[config.mk]
export PLATFORM = sky130hd
export DESIGN_NAME = cgra_batch_ctrl
export DESIGN_NICKNAME = d
export VERILOG_FILES = /design/src/rtl/cgra_batch_pkg.sv /design/src/rtl/cgra_fifo2.sv /design/src/rtl/cgra_batch_ctrl.sv
export SDC_FILE = /design/constraint.sdc
export NUM_CORES = 1
export LEC_CHECK = 0
export CAP_MARGIN = 0
export CORE_MARGIN = 2
export CORE_UTILIZATION = 51
export CTS_BUF_LIST = sky130_fd_sc_hd__clkbuf_8 sky130_fd_sc_hd__clkbuf_16
export CTS_CLUSTER_DIAMETER = 30
export DETAILED_ROUTE_END_ITERATION = 8
export HOLD_SLACK_MARGIN = 0.12
export PLACE_DENSITY = 0.82
export SYNTH_ARGS = -nofsm -noshare
export SYNTH_HDL_FRONTEND = slang
export SYNTH_HIERARCHICAL = 1
export SYNTH_SLANG_ARGS = --single-unit
[constraint.sdc]
create_clock -name Clk -period 3.57 [get_ports Clk]
set_input_delay 0.357 -clock Clk [delete_from_list [all_inputs] [get_ports Clk]]
set_output_delay 0.357 -clock Clk [all_outputs]
set_load 0.01 [all_outputs]
[src/rtl/cgra_batch_pkg.sv]
// ----------------------------------------------------------------------------
// cgra_batch_pkg
// Shared definitions for the CGRA batch sequencer:
//   state_e      - sequencer states (IDLE, LOAD, RUN, RELEASE, UNLOAD)
//   word_to_byte - converts a word index into a BRAM byte address
// ----------------------------------------------------------------------------
package cgra_batch_pkg;

    typedef enum logic [2:0] {
        ST_IDLE    = 3'd0,
        ST_LOAD    = 3'd1,
        ST_RUN     = 3'd2,
        ST_RELEASE = 3'd3,
        ST_UNLOAD  = 3'd4
    } state_e;

    // Working width of the address helper; callers cast to their port width.
    localparam int ADDR_CALC_W = 32;

    // BYTE_LEN is a power of two, so the byte address is a left shift by
    // log2(BYTE_LEN).
    function automatic logic [ADDR_CALC_W-1:0] word_to_byte(
        input logic [ADDR_CALC_W-1:0] word_idx,
        input int unsigned            shift
    );
        return word_idx << shift;
    endfunction

endpackage

[src/rtl/cgra_fifo2.sv]
// ----------------------------------------------------------------------------
// cgra_fifo2
// Two-entry synchronous FIFO with valid/ready on both sides.
//   clk, rst_n            : clock, asynchronous active-low reset
//   in_valid/in_ready     : write handshake, in_data is the pushed word
//   out_valid/out_ready   : read handshake, out_data is the head word
// The head word holds while out_valid & !out_ready.
// ----------------------------------------------------------------------------
module cgra_fifo2 #(
    parameter int DATA_W = 32
) (
    input  logic              clk,
    input  logic              rst_n,
    input  logic              in_valid,
    output logic              in_ready,
    input  logic [DATA_W-1:0] in_data,
    output logic              out_valid,
    input  logic              out_ready,
    output logic [DATA_W-1:0] out_data
);

    logic [DATA_W-1:0] mem_q [2];
    logic              wr_ptr_q;
    logic              rd_ptr_q;
    logic [1:0]        count_q;
    logic              push;
    logic              pop;

    assign in_ready  = (count_q != 2'd2);
    assign out_valid = (count_q != 2'd0);
    assign out_data  = mem_q[rd_ptr_q];
    assign push      = in_valid & in_ready;
    assign pop       = out_valid & out_ready;

    always_ff @(posedge clk or negedge rst_n) begin
        if (!rst_n) begin
            wr_ptr_q <= 1'b0;
            rd_ptr_q <= 1'b0;
            count_q  <= 2'd0;
        end else begin
            if (push) wr_ptr_q <= ~wr_ptr_q;
            if (pop)  rd_ptr_q <= ~rd_ptr_q;
            count_q <= count_q + 2'(push) - 2'(pop);
        end
    end

    // Storage carries no reset; occupancy alone decides what is valid.
    always_ff @(posedge clk) begin
        if (push) mem_q[wr_ptr_q] <= in_data;
    end

endmodule

[src/rtl/cgra_batch_ctrl.sv]
// ----------------------------------------------------------------------------
// cgra_batch_ctrl
// Host-side sequencer for the CGRA: loads a batch into the data BRAM, runs
// the Computation_Start/Computation_Done handshake, then streams the result
// window back out of the BRAM.
//   Clk, Resetn                : clock, asynchronous active-low reset
//   Cfg_Start/Cfg_*            : batch request and its sizes (latched on accept)
//   In_Valid/In_Ready/In_Data  : input word stream, written to words 0..N-1
//   Out_Valid/Out_Ready/Out_Data/Out_Last : result word stream
//   Mem_En/Mem_Wen/Mem_Addr/Mem_Dout/Mem_Din : BRAM port (1-cycle read latency)
//   Computation_Start/Computation_Done     : CGRA level handshake
//   Busy, Timeout_Err          : status; Timeout_Err sticky until next accept
// ----------------------------------------------------------------------------
module cgra_batch_ctrl
    import cgra_batch_pkg::*;
#(
    parameter int SYS_DWIDTH   = 32,
    parameter int BYTE_LEN     = 4,
    parameter int AWIDTH       = 12,
    parameter int DONE_TIMEOUT = 65535
) (
    input  logic                  Clk,
    input  logic                  Resetn,
    input  logic                  Cfg_Start,
    input  logic [AWIDTH:0]       Cfg_In_Words,
    input  logic [AWIDTH-1:0]     Cfg_Out_Base,
    input  logic [AWIDTH:0]       Cfg_Out_Words,
    input  logic                  In_Valid,
    output logic                  In_Ready,
    input  logic [SYS_DWIDTH-1:0] In_Data,
    output logic                  Out_Valid,
    input  logic                  Out_Ready,
    output logic [SYS_DWIDTH-1:0] Out_Data,
    output logic                  Out_Last,
    output logic                  Mem_En,
    output logic [BYTE_LEN-1:0]   Mem_Wen,
    output logic [SYS_DWIDTH-1:0] Mem_Addr,
    output logic [SYS_DWIDTH-1:0] Mem_Dout,
    input  logic [SYS_DWIDTH-1:0] Mem_Din,
    output logic                  Computation_Start,
    input  logic                  Computation_Done,
    output logic                  Busy,
    output logic                  Timeout_Err
);

    localparam int unsigned  ADDR_SHIFT = $clog2(BYTE_LEN);
    localparam int           TW         = (DONE_TIMEOUT > 1) ? $clog2(DONE_TIMEOUT + 1) : 1;
    localparam logic [TW-1:0] TO_LAST   = TW'(DONE_TIMEOUT - 1);
    localparam logic [AWIDTH:0] ONE_W   = 1;

    state_e              state_q, state_d;
    logic [AWIDTH:0]     in_words_q, out_words_q;
    logic [AWIDTH-1:0]   out_base_q;
    logic [AWIDTH:0]     idx_q;       // load beats written
    logic [AWIDTH:0]     rd_k_q;      // unload reads issued
    logic [AWIDTH:0]     out_k_q;     // unload beats accepted
    logic [TW-1:0]       to_cnt_q;
    logic                timeout_err_q;
    logic                rd_vld_p1;   // read issued last cycle, Mem_Din valid now

    logic                accept, load_beat, issue, pop, timeout_hit;
    logic                fifo_in_ready, fifo_out_valid;
    logic [SYS_DWIDTH-1:0] fifo_out_data;
    logic [2:0]          occ_after_pop;
    logic [AWIDTH-1:0]   addr_word;

    assign accept      = (state_q == ST_IDLE) && Cfg_Start;
    assign load_beat   = (state_q == ST_LOAD) && In_Valid;
    assign timeout_hit = (state_q == ST_RUN) && !Computation_Done && (to_cnt_q == TO_LAST);
    assign pop         = (state_q == ST_UNLOAD) && fifo_out_valid && Out_Ready;

    // Occupancy counts the FIFO after this cycle's pop plus the read landing
    // next cycle; a new read is allowed only while that stays below two, so
    // the FIFO can never be overrun yet sustains one word per cycle.
    assign occ_after_pop = 3'(fifo_out_valid) + 3'(!fifo_in_ready)
                         + 3'(rd_vld_p1) - 3'(pop);
    assign issue = (state_q == ST_UNLOAD) && (rd_k_q < out_words_q)
                 && (occ_after_pop < 3'd2);

    always_comb begin
        state_d = state_q;
        case (state_q)
            ST_IDLE:    if (Cfg_Start) state_d = (Cfg_In_Words == '0) ? ST_RUN : ST_LOAD;
            ST_LOAD:    if (In_Valid && (idx_q == in_words_q - ONE_W)) state_d = ST_RUN;
            ST_RUN: begin
                if (Computation_Done)  state_d = ST_RELEASE;
                else if (timeout_hit)  state_d = ST_IDLE;
            end
            ST_RELEASE: if (!Computation_Done)
                            state_d = (out_words_q == '0) ? ST_IDLE : ST_UNLOAD;
            ST_UNLOAD:  if (pop && (out_k_q == out_words_q - ONE_W)) state_d = ST_IDLE;
            default:    state_d = ST_IDLE;
        endcase
    end

    always_ff @(posedge Clk or negedge Resetn) begin
        if (!Resetn) begin
            state_q       <= ST_IDLE;
            idx_q         <= '0;
            rd_k_q        <= '0;
            out_k_q       <= '0;
            to_cnt_q      <= '0;
            timeout_err_q <= 1'b0;
            rd_vld_p1     <= 1'b0;
        end else begin
            state_q <= state_d;
            if (accept) begin
                idx_q         <= '0;
                rd_k_q        <= '0;
                out_k_q       <= '0;
                timeout_err_q <= 1'b0;
            end else begin
                if (load_beat)   idx_q         <= idx_q + ONE_W;
                if (issue)       rd_k_q        <= rd_k_q + ONE_W;
                if (pop)         out_k_q       <= out_k_q + ONE_W;
                if (timeout_hit) timeout_err_q <= 1'b1;
            end
            // Held at zero outside RUN, so every RUN entry starts a fresh count.
            to_cnt_q  <= (state_q == ST_RUN) ? to_cnt_q + TW'(1) : '0;
            // ---- read stage p0 -> p1: BRAM returns Mem_Din one cycle later ----
            rd_vld_p1 <= issue;
        end
    end

    // Batch configuration is plain data captured on accept.
    always_ff @(posedge Clk) begin
        if (accept) begin
            in_words_q  <= Cfg_In_Words;
            out_base_q  <= Cfg_Out_Base;
            out_words_q <= Cfg_Out_Words;
        end
    end

    // ---- read stage p1: capture returning word into the output FIFO ----
    cgra_fifo2 #(.DATA_W(SYS_DWIDTH)) u_fifo (
        .clk       (Clk),
        .rst_n     (Resetn),
        .in_valid  (rd_vld_p1),
        .in_ready  (fifo_in_ready),
        .in_data   (Mem_Din),
        .out_valid (fifo_out_valid),
        .out_ready (pop),
        .out_data  (fifo_out_data)
    );

    // Result window index wraps naturally in the AWIDTH-bit sum.
    assign addr_word = load_beat ? idx_q[AWIDTH-1:0]
                                 : out_base_q + rd_k_q[AWIDTH-1:0];

    always_comb begin
        In_Ready          = (state_q == ST_LOAD);
        Mem_En            = load_beat | issue;
        Mem_Wen           = load_beat ? '1 : '0;
        Mem_Addr          = Mem_En ? SYS_DWIDTH'(word_to_byte(ADDR_CALC_W'(addr_word), ADDR_SHIFT))
                                   : '0;
        Mem_Dout          = load_beat ? In_Data : '0;
        Computation_Start = (state_q == ST_RUN);
        Busy              = (state_q != ST_IDLE);
        Timeout_Err       = timeout_err_q;
        Out_Valid         = (state_q == ST_UNLOAD) && fifo_out_valid;
        Out_Data          = Out_Valid ? fifo_out_data : '0;
        Out_Last          = Out_Valid && (out_k_q == out_words_q - ONE_W);
    end

endmodule

==> results of run 1 <==
[how the worst max path moves through the flow]
stage                     slack [ps]           end  cells after the start              start
after floorplan                  330  Mem_Addr[12]                     14  u_fifo/count_q[1]
after global placement            80   Mem_Addr[6]                     14  u_fifo/count_q[1]
after detailed placement          -7   Mem_Addr[6]                     14  u_fifo/count_q[0]
after CTS                        -70   Mem_Addr[8]                     16  u_fifo/count_q[0]
after global routing            -180  Mem_Addr[11]                     16  u_fifo/count_q[0]
final                            -60   Mem_Addr[8]                     16  u_fifo/count_q[0]
[logic make-up after synthesis]
logic type / synth area share [%]
mux: 4.351
buf+inv: 4.769
compound gates: 7.070
simple gates: 18.38
fa+ha+maj: 5.104
xor+xnor: 8.297
other cells: 0.04180
flops: 51.99
[cells in the final DEF (no fill, tap or decap), types with 4 or more instances in the layout]
cell	Yosys	routed
buf_2	3	12
and2_1	66	66
a21o_1	5	5
nor4_1	8	8
and3_1	12	12
o21ai_0	20	19
conb_1	1	20
nand3_1	21	21
clkdlybuf4s50_1	0	179
mux2_2	32	32
a22o_1	11	11
clkinv_4	0	4
ha_1	35	32
nand2b_1	8	8
clkbuf_16	0	18
nor2_1	79	77
edfxtp_1	102	102
dfrtp_1	64	64
buf_4	24	46
or3_1	7	7
nand4_1	20	20
nor3b_1	5	5
a21oi_1	19	18
buf_6	3	6
and4_1	4	4
nor3_1	17	15
o31ai_1	5	4
nand2_1	45	43
a32oi_1	4	4
xor2_1	52	52
inv_1	30	27
xnor2_1	33	33
or4_1	5	5
[cell type report]
type	count	area, um^2	share of cell area (%)
tap	225	281.5	2.347
antenna	2	5.005	0.04172
clock inverter	13	145.1	1.210
timing repair buffer	246	2288	19.08
sequential	166	4664	38.89
clock buffer	19	464.2	3.870
multi-input combinational	580	4034	33.63
inverter	30	112.6	0.9388
[routing by layer]
layer | wire length (um) | part of all wire [%]
met1 | 8733 | 39
met2 | 11670 | 52
met3 | 1508 | 6.7
met4 | 547 | 2.4
met5 | 0 | 0
[state kept, by name (all words and copies together) (netlist names)]
register and flops:
u_fifo/mem_q 64, to_cnt_q 16, idx_q 13, in_words_q 13
out_k_q 13, out_words_q 13, rd_k_q 13, out_base_q 12
state_q 3, u_fifo/count_q 2, Timeout_Err 1, rd_vld_p1 1
u_fifo/rd_ptr_q 1, u_fifo/wr_ptr_q 1
[repair_timing]
item / 4_1_cts / 5_1_grt
pin swaps: 11 / 8
resized for setup: 64 / 9
setup endpoints to repair: 14 / 17
setup buffers: 30 / 2
hold buffers: 0 / 0
[power by group through the flow]
stage	Combinational (mW)	Sequential (mW)	Clock, mW
6_report	0.493	2.19	1.87
4_1_cts	0.496	2.18	1.89
2_1_floorplan	0.265	2.19	0
3_3_place_gp	0.495	2.22	0
3_5_place_dp	0.512	2.22	0
5_1_grt	0.543	2.19	1.98
[critical path: stages, from the launching register on]
cell       delay [ps]
dfrtp_1           380
or2_1             240
and4bb_2          250
nand2_2            70
inv_2              60
ha_4              260
inv_2              40
ha_4              220
a21oi_4           150
xor2_1            190
o2111ai_2         160
a21oi_4           240
buf_4             160
buf_6              90
buf_6              90
a22o_1            120
buf_2             120
[metrics by stage]
step	instance area [um^2]	TNS, ps
after detailed placement	11130	-6.599
final	12000	-388.0
after floorplan	9044	0
after global routing	11990	-1615
after CTS	11970	-424.0
after global placement	11130	0
==> results.py, run 1 <==
metrics = {
    "sta": {
        "rsz0062_at_grt": "yes",
        "fmax_mhz": 275.2,
        "relSlewSlack_pct": 32.99,
        "worstMarginPinSlew_ps": 1005,
        "maxSlewViolCount": 0,
        "setup_violations": 8,
        "finClkSkew_ps": 6.404,
        "hold_viol_final": 0,
        "holdWs_ps": 77.77,
        "layout_setup_ws_ps": -64.11,
        "min_period_over_period_pct": 101.8,
        "layout_min_cycle_time_ps": 3634,
    },
    "pwr": {
        "leakagePower_nw": 4.821,
        "p_sw_share_pct": 23.76,
        "intPower_mw": 3.466,
        "p_clk_share_pct": 41.0,
        "peakVddDrop_uv": 331.8,
        "pwr-share-comb_pct": 10.8,
        "total_power_mw": 4.546,
        "power_density_nw_per_um2": 378.9,
        "seqPwrFrac_pct": 48.1,
        "switchingPower_mw": 1.080,
    },
    "yosys": {
        "yosysWarnings": 6,
        "synth_area_per_cell_um2": 11.08,
        "ys.flop_type": "edfxtp_1",
        "synth_common_cells": "edfxtp_1 (102), nor2_1 (79), and2_1 (66)",
        "synth.most_common_cell": "edfxtp_1",
        "seq_area_frac_synth_pct": 51.99,
        "netlist_area_um2": 8972,
        "synthCells": 810,
        "synth_edf_count": 102,
        "async_flop_share_pct": 38.55,
        "ys_ff_latch": 166,
        "synth_cell_type_count": 63,
        "yosysTopAreaCell": "edfxtp_1",
        "synth_area_leaders": "edfxtp_1 (34%), dfrtp_1 (18%), xor2_1 (5.1%)",
        "synth.top_cell.area_share_pct": 34.14,
    },
    "placement": {
        "place_hpwl_um": 15770,
        "pre_cts_ws_ps": -6.599,
        "numPortBuffers": 194,
        "place_inst": 1218,
        "gp_congestion": 0.8647,
    },
    "critical_path": {
        "crit_fanout": 4,
        "critPathRequiredTime_ps": 3210,
        "reg2reg_setup_slack_ps": 140,
        "end_kind": "output port",
        "cp-start-kind": "flop",
        "critPathArrivalTime_ps": 3280,
        "r2r_start": "u_fifo/count_q[0]",
        "path_class": "reg -> out",
        "rr_worst_depth": 24,
        "r2r-end": "out_k_q[4]",
    },
    "clocking": {
        "cts_tree": "done",
        "ctsRootBufferMaster": "clkbuf_16",
        "cts.sinks": 166,
        "path_clk_slew_ps": 60,
        "cts_made_buffers": 17,
        "htree_levels": 4,
        "insertion_delay_ps": 430,
        "cts.path.max_buffers": 2,
    },
    "grt": {
        "grt_overflow_total": 0,
        "antenna_found_initial": 2,
        "grt_pass1_vias": 6591,
        "grt_max_degree": 62,
        "track_usage_pct": 24.07,
        "gr-usage-met2_pct": 42.86,
        "met3_usage_pct": 5.593,
        "grt_pass1_wl_um": 33870,
        "busiest_layer": "met2",
        "met1_usage_pct": 28.30,
    },
    "floorplan": {
        "io_pins": 215,
        "die_h_um": 136.6,
        "die_area_um2": 18670,
        "start_util_pct": 52.05,
        "fp.dieW_um": 136.6,
        "core_um2": 17240,
        "num_rows": 48,
    },
    "drt": {
        "drt-total-wl_um": 22460,
        "dr_total_vias": 6910,
        "viasPerCell": 5.394,
        "post_drt_wl_per_cell_um": 17.53,
        "ant_nets": 0,
        "drc": 0,
        "firstDrtPassIters": 4,
        "drt_iter0_drc": 393,
    },
    "layout": {
        "final_core_util_pct": 69.59,
        "post_route_cells_drive_above_1_share_pct": 14.80,
        "fill_cells": 1259,
        "fin_nets": 1185,
        "synthToLayoutAreaGrowth_pct": 33.69,
        "final_cells": 1281,
    },
    "hold_path": {
        "hold_class": "in -> async",
    },
    "run_status": {
        "violations": "setup timing",
        "status": "finished, violations left",
    },
    "flow_run": {
        "drv_cap": 0,
    },
}
(Power assumes the default switching activity.)
==> inputs of run 2 (changes only) <==
- CORE_UTILIZATION: 51 -> 54
- PLACE_DENSITY: 0.82 -> 0.86
- clock period: 3.57 -> 4.3 ns (I/O delays scaled with it)
==> run 2 against run 1 <==
The flow now finishes without violations. Clock power decreased by 25%. Worst setup slack improved by 270 ps. Critical path depth decreased by 1. Sequential share of layout area increased by 1.2 points. Sequential power decreased by 17%. Final area decreased by 2.9%.
==> results.py, run 2 (same netlist as run 1, synthesis figures left out) <==
metrics = {
    "grt": {
        "grt_overflow_total": 0,
        "grt_pass1_wl_um": 32920,
        "grt_max_degree": 59,
        "grt_pass1_vias": 6471,
        "antenna_found_initial": 0,
        "track_usage_pct": 23.90,
    },
    "layout": {
        "synthToLayoutAreaGrowth_pct": 29.77,
        "regMostFlops": "u_fifo/mem_q",
        "layout_commonest_cell": "clkdlybuf4s50_1",
        "reg_top3": "u_fifo/mem_q: 64 flops, to_cnt_q: 16 flops",
        "fill_cells": 1139,
        "fin_nets": 1148,
        "largest_reg_flops": 64,
        "post_route_cells_drive_above_1_share_pct": 8.850,
        "antennaDiodeCount": 0,
        "layout_common_cells": "clkdlybuf4s50_1 (193), edfxtp_1 (102), nor2_1 (78)",
    },
    "sta": {
        "hold_viol_final": 0,
        "finClkSkew_ps": 9.331,
        "setup-tns-final_ps": 0,
        "rsz0062_at_grt": "no",
        "worstMarginPinSlew_ps": 704.8,
        "layout_min_cycle_time_ps": 4099,
        "relSlewSlack_pct": 53.01,
        "setup_violations": 0,
        "maxSlewViolCount": 0,
        "min_period_over_period_pct": 95.32,
        "fmax_mhz": 244.0,
    },
    "drt": {
        "highest_layer": "met4",
        "wl_met1_um": 8336,
        "drc": 0,
        "drt-total-wl_um": 21090,
        "post_drt_wl_per_cell_um": 17.05,
        "firstDrtPassIters": 6,
        "dr_total_vias": 6785,
        "wl_met2_um": 10860,
        "drt_iter0_drc": 485,
        "viasPerCell": 5.485,
        "dr_wl_met3_um": 1285,
        "ant_nets": 0,
    },
    "floorplan": {
        "io_pins": 215,
        "fp.dieW_um": 132.9,
        "die_h_um": 132.9,
        "core_um2": 16410,
        "num_rows": 47,
        "die_area_um2": 17660,
        "start_util_pct": 54.69,
    },
    "clocking": {
        "path_clk_slew_ps": 60,
        "cts_made_buffers": 17,
        "cts.sinks": 166,
        "cts.path.max_buffers": 2,
        "htree_levels": 4,
        "ctsRootBufferMaster": "clkbuf_16",
        "insertion_delay_ps": 430,
        "cts_tree": "done",
    },
    "hold_path": {
        "whs_endpoint": "u_fifo/rd_ptr_q",
        "hp-start": "u_fifo/rd_ptr_q",
        "hold_class": "reg -> reg",
        "whs_path_depth": 1,
    },
    "pwr": {
        "leakagePower_nw": 4.611,
        "peakVddDrop_uv": 313.8,
        "total_power_mw": 3.655,
        "power_density_nw_per_um2": 313.9,
    },
    "placement": {
        "gp_congestion": 0.8760,
        "place_hpwl_um": 15070,
        "numPortBuffers": 194,
    },
    "critical_path": {
        "critPathRequiredTime_ps": 3870,
        "crit_fanout": 13,
        "r2r_start": "u_fifo/count_q[1]",
        "setup.worst_path.start": "u_fifo/count_q[1]",
        "path_class": "reg -> out",
        "r2r-end": "rd_k_q[9]",
        "rr_worst_depth": 16,
        "end_kind": "output port",
        "cp-start-kind": "flop",
        "critPathArrivalTime_ps": 3670,
        "reg2reg_setup_slack_ps": 1080,
    },
    "flow_run": {
        "drv_cap": 0,
    },
    "run_status": {
        "status": "completed",
    },
}
run 2: area by class of cell:
class / count / area, um^2 / area share [%]
multi-input cells: 580 / 3961 / 34.02
repair buffers: 209 / 2082 / 17.88
clock inverters: 13 / 95.09 / 0.8167
flip-flops and latches: 166 / 4664 / 40.06
inverters: 30 / 112.6 / 0.9671
clock buffers: 19 / 452.9 / 3.890
well taps: 220 / 275.3 / 2.364
run 2: timing repair:
item	in CTS	in global routing
hold buffers	1	0
endpoints found under the hold margin	29	0
resized for setup	1	4
setup endpoints to repair	6	13
buffers inserted	0	2
gates cloned	0	1
run 2: worst max-delay path by stage:
stage                               to  slack, ps  cells past startpoint
after global routing      Mem_Addr[12]          2                     15
after CTS                 Mem_Addr[12]         30                     15
after global placement    Mem_Addr[12]        530                     15
final                     Mem_Addr[12]        200                     15
after detailed placement  Mem_Addr[12]        430                     15
after floorplan           Mem_Addr[12]        990                     14
run 2: metal layers:
layer	vias to the layer above	global-route usage (%)
met5	-	0
met4	0	10.63
met3	47	4.904
met2	275	41.48
met1	3247	28.80
li1	3216	-
run 2: power breakdown:
part,internal [mW],switching (mW)
combinational,0.249,0.181
clock,0.813,0.596
sequential,1.74,0.0784
total,2.80,0.855
run 2: worst max-delay path, cell delays in order (launching register included):
cell             delay (ps)
dfrtp_1                 400
or2_1                   260
and4bb_2                260
nand2_2                 110
inv_2                    80
ha_1                    280
inv_1                    40
ha_1                    260
a21oi_1                 170
xor2_1                  170
o2111ai_1               130
a21oi_2                 220
buf_12                  170
o21ai_0                  80
nand2_1                  70
clkdlybuf4s50_1         530
run 2: stage by stage:
step | instance area [um^2] | setup WS, ps | utilization (%) | instances | hold WS (ps)
finish | 11640 | 201.2 | 70.97 | 1237 | 487.3
global route | 11640 | 2.126 | 70.97 | 1237 | 516.0
CTS | 11590 | 27.46 | 70.66 | 1234 | 496.1
detailed placement | 11030 | 434.0 | 67.23 | 1201 | 484.1
global placement | 11030 | 528.9 | 67.23 | 1201 | 457.6
floorplan | 9044 | 988.9 | - | 829 | 134.4
==> inputs of run 3 (changes only) <==
- GPL_ROUTABILITY_DRIVEN: not set -> 0
- TNS_END_PERCENT: not set -> 20
==> results of run 3 <==
No change in the layout: final DEF, timing and power equal those of run 2.
